$ cat src/rtl/bullet_pkg.sv
// Shared types and helpers for the bullet pool arbiter: facing, player id, fire-request states.
package bullet_pkg;

  typedef enum logic [1:0] {
    DirLeft  = 2'b00,
    DirRight = 2'b01,
    DirDown  = 2'b10,
    DirUp    = 2'b11
  } dir_t;

  typedef enum logic {
    PlayerP1 = 1'b0,
    PlayerP2 = 1'b1
  } player_t;

  typedef enum logic [1:0] {
    StIdle = 2'b00,
    StPend = 2'b01,
    StHold = 2'b10
  } fire_state_t;

  localparam int unsigned MaxSlots = 8;
  localparam int unsigned CountW   = 4;

  function automatic logic [CountW-1:0] count_ones(input logic [MaxSlots-1:0] v);
    logic [CountW-1:0] n;
    n = '0;
    for (int i = 0; i < MaxSlots; i++) begin
      n = n + {{(CountW - 1){1'b0}}, v[i]};
    end
    return n;
  endfunction

endpackage

$ cat src/rtl/fire_request_fsm.sv
// Per-player fire edge/hold tracking and shot cooldown; raises o_req while a shot may be granted.
module fire_request_fsm
  import bullet_pkg::*;
#(
  parameter int unsigned COOLDOWN = 8
) (
  input  logic frame_clk,
  input  logic Reset,
  input  logic i_fire,
  input  logic i_below_cap,
  input  logic i_grant,
  output logic o_req,
  output logic o_cooling
);

  localparam int unsigned CdW = (COOLDOWN == 0) ? 1 : $clog2(COOLDOWN + 1);
  localparam logic [CdW-1:0] CdLoad = CdW'(COOLDOWN);

  fire_state_t    r_state;
  fire_state_t    w_state_next;
  logic [CdW-1:0] r_cd;
  logic [CdW-1:0] w_cd_next;
  logic           w_wants;

  always_ff @(posedge frame_clk or posedge Reset) begin
    if (Reset) begin
      r_state <= StIdle;
      r_cd    <= '0;
    end else begin
      r_state <= w_state_next;
      r_cd    <= w_cd_next;
    end
  end

  always_comb begin
    w_wants      = ((r_state == StIdle) && i_fire) || (r_state == StPend);
    o_req        = w_wants && (r_cd == '0) && i_below_cap;
    o_cooling    = (r_cd != '0);
    w_state_next = r_state;
    w_cd_next    = r_cd;

    unique case (r_state)
      StIdle: if (i_fire) w_state_next = i_grant ? StHold : StPend;
      // A pending shot survives until granted or the key is let go.
      StPend: begin
        if (i_grant) w_state_next = StHold;
        else if (!i_fire) w_state_next = StIdle;
      end
      StHold: if (!i_fire) w_state_next = StIdle;
      default: w_state_next = StIdle;
    endcase

    if (i_grant) w_cd_next = CdLoad;
    else if (r_cd != '0) w_cd_next = r_cd - 1'b1;
  end

endmodule

$ cat src/rtl/bullet_pool_arbiter.sv
// Shares NUM_SLOTS bullet slots between two players: launch pulses, slot ownership, in-flight caps.
module bullet_pool_arbiter
  import bullet_pkg::*;
#(
  parameter int unsigned NUM_SLOTS      = 4,
  parameter int unsigned MAX_PER_PLAYER = 2,
  parameter int unsigned COOLDOWN       = 8
) (
  input  logic                   frame_clk,
  input  logic                   Reset,
  input  logic                   i_p1_fire,
  input  logic                   i_p2_fire,
  input  logic [1:0]             i_p1_dir,
  input  logic [1:0]             i_p2_dir,
  input  logic [NUM_SLOTS-1:0]   i_slot_release,
  output logic [NUM_SLOTS-1:0]   o_slot_launch,
  output logic [NUM_SLOTS-1:0]   o_slot_busy,
  output logic [NUM_SLOTS-1:0]   o_slot_owner,
  output logic [2*NUM_SLOTS-1:0] o_slot_dir,
  output logic [3:0]             o_p1_inflight,
  output logic [3:0]             o_p2_inflight,
  output logic                   o_p1_cooling,
  output logic                   o_p2_cooling
);

  localparam logic [CountW-1:0] MaxLive = CountW'(MAX_PER_PLAYER);

  logic [NUM_SLOTS-1:0]   r_launch;
  logic [NUM_SLOTS-1:0]   r_busy;
  logic [NUM_SLOTS-1:0]   r_owner;
  logic [2*NUM_SLOTS-1:0] r_dir;
  logic [CountW-1:0]      r_p1_inflight;
  logic [CountW-1:0]      r_p2_inflight;
  player_t                r_prio;

  logic [NUM_SLOTS-1:0]   w_free;
  logic [NUM_SLOTS-1:0]   w_first_oh;
  logic [NUM_SLOTS-1:0]   w_second_oh;
  logic                   w_first_ok;
  logic                   w_second_ok;
  logic [CountW-1:0]      w_p1_live;
  logic [CountW-1:0]      w_p2_live;
  logic                   w_p1_below;
  logic                   w_p2_below;
  logic                   w_p1_req;
  logic                   w_p2_req;
  logic                   w_p1_grant;
  logic                   w_p2_grant;
  logic                   w_toggle;
  logic [NUM_SLOTS-1:0]   w_p1_slot;
  logic [NUM_SLOTS-1:0]   w_p2_slot;
  logic [NUM_SLOTS-1:0]   w_launch;
  logic [NUM_SLOTS-1:0]   w_busy_next;
  logic [NUM_SLOTS-1:0]   w_owner_next;
  logic [2*NUM_SLOTS-1:0] w_dir_next;
  logic [CountW-1:0]      w_p1_inflight_next;
  logic [CountW-1:0]      w_p2_inflight_next;
  player_t                w_prio_next;

  fire_request_fsm #(
    .COOLDOWN (COOLDOWN)
  ) u_p1_fsm (
    .frame_clk   (frame_clk),
    .Reset       (Reset),
    .i_fire      (i_p1_fire),
    .i_below_cap (w_p1_below),
    .i_grant     (w_p1_grant),
    .o_req       (w_p1_req),
    .o_cooling   (o_p1_cooling)
  );

  fire_request_fsm #(
    .COOLDOWN (COOLDOWN)
  ) u_p2_fsm (
    .frame_clk   (frame_clk),
    .Reset       (Reset),
    .i_fire      (i_p2_fire),
    .i_below_cap (w_p2_below),
    .i_grant     (w_p2_grant),
    .o_req       (w_p2_req),
    .o_cooling   (o_p2_cooling)
  );

  // A slot dying this frame is both free for relaunch and no longer counts against its owner.
  assign w_free     = ~r_busy | i_slot_release;
  assign w_p1_live  = count_ones(MaxSlots'(r_busy & ~r_owner & ~i_slot_release));
  assign w_p2_live  = count_ones(MaxSlots'(r_busy & r_owner & ~i_slot_release));
  assign w_p1_below = (w_p1_live < MaxLive);
  assign w_p2_below = (w_p2_live < MaxLive);

  always_comb begin
    w_first_oh  = '0;
    w_second_oh = '0;
    w_first_ok  = 1'b0;
    w_second_ok = 1'b0;
    for (int i = 0; i < NUM_SLOTS; i++) begin
      if (w_free[i]) begin
        if (!w_first_ok) begin
          w_first_ok    = 1'b1;
          w_first_oh[i] = 1'b1;
        end else if (!w_second_ok) begin
          w_second_ok    = 1'b1;
          w_second_oh[i] = 1'b1;
        end
      end
    end
  end

  always_comb begin
    w_p1_grant = 1'b0;
    w_p2_grant = 1'b0;
    w_p1_slot  = '0;
    w_p2_slot  = '0;
    w_toggle   = 1'b0;
    if (w_p1_req && w_p2_req) begin
      if (w_second_ok) begin
        w_p1_grant = 1'b1;
        w_p2_grant = 1'b1;
        w_p1_slot  = (r_prio == PlayerP1) ? w_first_oh : w_second_oh;
        w_p2_slot  = (r_prio == PlayerP1) ? w_second_oh : w_first_oh;
      end else if (w_first_ok) begin
        w_toggle = 1'b1;
        if (r_prio == PlayerP1) begin
          w_p1_grant = 1'b1;
          w_p1_slot  = w_first_oh;
        end else begin
          w_p2_grant = 1'b1;
          w_p2_slot  = w_first_oh;
        end
      end
    end else if (w_p1_req && w_first_ok) begin
      w_p1_grant = 1'b1;
      w_p1_slot  = w_first_oh;
    end else if (w_p2_req && w_first_ok) begin
      w_p2_grant = 1'b1;
      w_p2_slot  = w_first_oh;
    end
    w_prio_next = r_prio;
    if (w_toggle) w_prio_next = (r_prio == PlayerP1) ? PlayerP2 : PlayerP1;
  end

  // Launch beats release on the same slot: busy stays set and owner/dir take the new shot.
  always_comb begin
    w_launch     = w_p1_slot | w_p2_slot;
    w_busy_next  = (r_busy & ~i_slot_release) | w_launch;
    w_owner_next = r_owner;
    w_dir_next   = r_dir;
    for (int i = 0; i < NUM_SLOTS; i++) begin
      if (w_p1_slot[i]) begin
        w_owner_next[i]        = PlayerP1;
        w_dir_next[2*i +: 2]   = i_p1_dir;
      end else if (w_p2_slot[i]) begin
        w_owner_next[i]        = PlayerP2;
        w_dir_next[2*i +: 2]   = i_p2_dir;
      end
    end
    w_p1_inflight_next = count_ones(MaxSlots'(w_busy_next & ~w_owner_next));
    w_p2_inflight_next = count_ones(MaxSlots'(w_busy_next & w_owner_next));
  end

  always_ff @(posedge frame_clk or posedge Reset) begin
    if (Reset) begin
      r_launch      <= '0;
      r_busy        <= '0;
      r_owner       <= '0;
      r_dir         <= '0;
      r_p1_inflight <= '0;
      r_p2_inflight <= '0;
      r_prio        <= PlayerP1;
    end else begin
      r_launch      <= w_launch;
      r_busy        <= w_busy_next;
      r_owner       <= w_owner_next;
      r_dir         <= w_dir_next;
      r_p1_inflight <= w_p1_inflight_next;
      r_p2_inflight <= w_p2_inflight_next;
      r_prio        <= w_prio_next;
    end
  end

  assign o_slot_launch = r_launch;
  assign o_slot_busy   = r_busy;
  assign o_slot_owner  = r_owner;
  assign o_slot_dir    = r_dir;
  assign o_p1_inflight = r_p1_inflight;
  assign o_p2_inflight = r_p2_inflight;

endmodule

$ cat config.mk
export PLATFORM = sky130hd
export DESIGN_NAME = bullet_pool_arbiter
export DESIGN_NICKNAME = d
export VERILOG_FILES = /design/src/rtl/bullet_pkg.sv /design/src/rtl/fire_request_fsm.sv /design/src/rtl/bullet_pool_arbiter.sv
export SDC_FILE = /design/constraint.sdc
export NUM_CORES = 1
export LEC_CHECK = 0
export BUFFER_PORTS_ARGS = -buffer_cell sky130_fd_sc_hd__buf_2
export CAP_MARGIN = 5
export CELL_PAD_IN_SITES_DETAIL_PLACEMENT = 0
export CELL_PAD_IN_SITES_GLOBAL_PLACEMENT = 2
export CORE_ASPECT_RATIO = 1.75
export CORE_MARGIN = 8
export CORE_UTILIZATION = 32
export DETAILED_ROUTE_END_ITERATION = 10
export GPL_TIMING_DRIVEN = 0
export PLACE_DENSITY = 0.88
export SLEW_MARGIN = 20
export SYNTH_ARGS = -nofsm -noshare
export SYNTH_HDL_FRONTEND = slang
export SYNTH_HIERARCHICAL = 1
export SYNTH_SLANG_ARGS = --single-unit
$ cat constraint.sdc
create_clock -name frame_clk -period 3.35 [get_ports frame_clk]
set_input_delay 0.1675 -clock frame_clk [delete_from_list [all_inputs] [get_ports frame_clk]]
set_output_delay 0.1675 -clock frame_clk [all_outputs]
set_load 0.05 [all_outputs]
==> flow_summary.toml <==
[sta]
fin_worst_skew_ps = 3.50
slew_viol_final = 0
layout_setup_ws_ps = -169
setup_tns_ps = -533
tightest_slew_ps = 596
rsz0062_at_grt = "yes"
finalCriticalPeriod_ps = 3520
slew_headroom = 0.591
hold_viol_final = 0
setup_viol = 6
fmax_mhz = 284
fin_crit_sh = 1.05

[route]
vias = 1998
drtPass1Iterations = 4
routed_wl_mm = 6.47
postRouteAntennaNets = 0
wl_per_cell_um = 16.7
viasPerCell = 5.15
drc = 0
drt_iter0_drc = 61

[layout]
final_common_cell = "buf_2"
areaGrowthSynthToFinish_pct = 38.3
layout.nets = 326
layout_common_cells = "41 x buf_2, 36 x dfrtp_1, 27 x buf_4, 15 x inv_1, 12 x a21oi_1"
n_antenna_cell = 0
layout-drive-gt1-share = 0.464
final_cell_count_no_fill = 388
stdcell_area_um2 = 3260

[global_route]
grt_usage = 0.133
grt_pass1_wl_mm = 10.6
grt_pass1_vias = 2131
antenna_found_initial = 0
overflow = 0
grt_max_degree = 28

[place]
place.gp.congestion = 0.855
post_dp_cell_area_um2 = 2760
io_buffers = 39
hpwl_mm = 4.80
placedCellCount = 354

[floorplanning]
core-area_um2 = 7180
placementRows = 41
dieArea_um2 = 10500
start_util = 0.328
num_io_pins = 42
die_y_um = 130
die_w_um = 80.9

[critical_path]
path_max_fanout = 4
cp_data_arrival_time_ps = 3690
ff2ff_path_depth = 16
end_kind = "flop"
r2r_end = "o_p2_inflight[1]$_DFF_PP0_"
rrSetupSlack_ps = -170
timing.rr.start = "o_slot_busy[0]$_DFF_PP0_"
timing_worst_setup_path_type = "flop to flop"
cp_slowest_stage_delay_ps = 500
crit_chain = "nand2b_1 > clkbuf_8 > inv_4 > and2_4 > fa_1 > a31oi_2 > nor4b_4 > buf_4 > inv_2 > a211o_1 > a31oi_4 > nor2_2 > fa_1 > inv_2 > ha_4 > ha_4"
cp.required_ps = 3520
critPathLaunchType = "flop"
crit_path_start = "o_slot_busy[0]$_DFF_PP0_"
crit_path_end = "o_p2_inflight[1]$_DFF_PP0_"
worst_path_max_delay_cell = "fa_1"

[clock_network]
clock_latency_ps = 280
htree_levels = 2
cts_sinks = 39
cts_buffer_depth = 2
numCtsBuffers = 5
ctsRootBufferMaster = "clkbuf_16"
clk_pin_slew_ps = 60
cts_tree = "built"

[synthesis]
synthesis.area_um2 = 2360
syn-mean-instance-area_um2 = 10.3
synth_area_leaders = "dfrtp_1 41%, ha_1 4.8%, fa_1 3.4%, inv_1 3.2%, a21oi_1 2.8%"
ys_async_sr_fraction = 1.00
synth_edf_count = 0
synth-seq-cells = 39
ys_seq_area_frac = 0.414
synth_ff_type = "dfrtp_1"
yosysUniqueCellTypes = 55
yosysWarnings = 6
yosysTopAreaCellShare = 0.414
syn-instance-count = 228
yosys.area.top_type = "dfrtp_1"

[power_and_ir_drop]
powerDensity_nw_per_um2 = 738
ir_worst_vdd_mv = 0.392
power.total_uw = 2400
p_leak_uw = 0.00160

[run]
cap_violations = 0

[run_status]
violations = "negative setup slack"
status = "finished, violations left"

[hold_path]
hold_class = "input pin to flop"
[power breakdown]
| group | internal (µW) | switching [µW] |
|---|---|---|
| combinational | 459 | 738 |
| clock | 275 | 179 |
| sequential | 622 | 131 |
| total | 1360 | 1050 |
[synth_stat cells, drive strengths merged, types with 3 or more instances]
cell type,count
dfrtp,39
inv,20
a21oi,15
nor2,15
o21ai,12
nand2,11
mux2,10
buf,9
ha,9
nand2b,9
nand3,7
mux2i,6
a211oi,4
a31oi,4
and2,4
fa,4
nand3b,4
nor2b,4
nor3,4
nor4b,4
a211o,3
o21a,3
o31a,3
[layer usage]
layer | global-route usage | part of all wire | up-vias
met4 | 0.0857 | 0.040 | 0
met1 | 0.126 | 0.35 | 989
li1 | - | - | 946
met3 | 0.0284 | 0.030 | 18
met2 | 0.246 | 0.57 | 45
met5 | 0 | 0 | -
[cell type report]
type | instances | area [µm²]
Sequential cell | 39 | 980
Fill cell | 705 | 3920
Multi-Input combinational cell | 160 | 1470
Inverter | 20 | 77.6
Timing Repair Buffer | 66 | 404
Clock buffer | 7 | 133
Buffer | 9 | 83.8
Tap cell | 86 | 108
Clock inverter | 1 | 5.00
[timing repair]
| item | 4_1_cts | 5_1_grt |
|---|---|---|
| pin swaps | 12 | 8 |
| setup buffers | 20 | 6 |
| endpoints found under the hold margin | 12 | 0 |
| hold buffers | 1 | 0 |
| endpoints found under the setup margin | 11 | 17 |
| cloned | 1 | 0 |
| resized for setup | 29 | 8 |
[worst min-delay path by stage]
stage	cells past startpoint	endpoint	from
after floorplan	1	u_p1_fsm/r_cd[0]$_DFFE_PP0P_	Reset
after CTS	2	u_p1_fsm/r_state[0]$_DFFE_PP0P_	i_p1_fire
after global routing	2	u_p1_fsm/r_state[0]$_DFFE_PP0P_	i_p1_fire
after global placement	2	u_p1_fsm/r_cd[2]$_DFFE_PP0P_	Reset
final	2	u_p1_fsm/r_state[0]$_DFFE_PP0P_	i_p1_fire
after detailed placement	2	u_p2_fsm/r_state[1]$_DFFE_PP0P_	Reset
[per-stage QoR]
step | hold slack [ps] | util | worst slack [ps]
after floorplan | -41.5 | - | -166
after global placement | 119 | 0.384 | -437
after detailed placement | 115 | 0.384 | -432
after CTS | 161 | 0.445 | -206
after global routing | 165 | 0.454 | -299
final | 159 | 0.454 | -169
[critical path: cells and delay by family, from the launching register on]
kind            cells  cell delay [ps]
simple gates        4              610
fa+ha+maj           4             1290
buf+inv             5              460
flops               1              390
compound gates      3              650
[cell families (layout without fill, tap and decap cells)]
kind of cell	Yosys count	after routing	synth area share
AOI/OAI and AO/OA	54	54	0.166
xor gates and xnor gates	1	1	0.00372
adders and majority gates	15	15	0.0903
buffers and inverters	30	103	0.0600
DFF	39	39	0.414
muxes	16	16	0.0765
other	1	2	0.00159
and+or+nand+nor	72	72	0.188
[state kept, by name, indices dropped and copies added (netlist names), 2 cells and up]
signal,count
o_slot_owner,4
o_p2_inflight,3
u_p1_fsm/r_cd,4
u_p2_fsm/r_cd,4
o_p1_inflight,3
o_slot_launch,4
o_slot_busy,4
u_p2_fsm/r_state,2
o_slot_dir,8
u_p1_fsm/r_state,2
(Power assumes the default switching activity.)
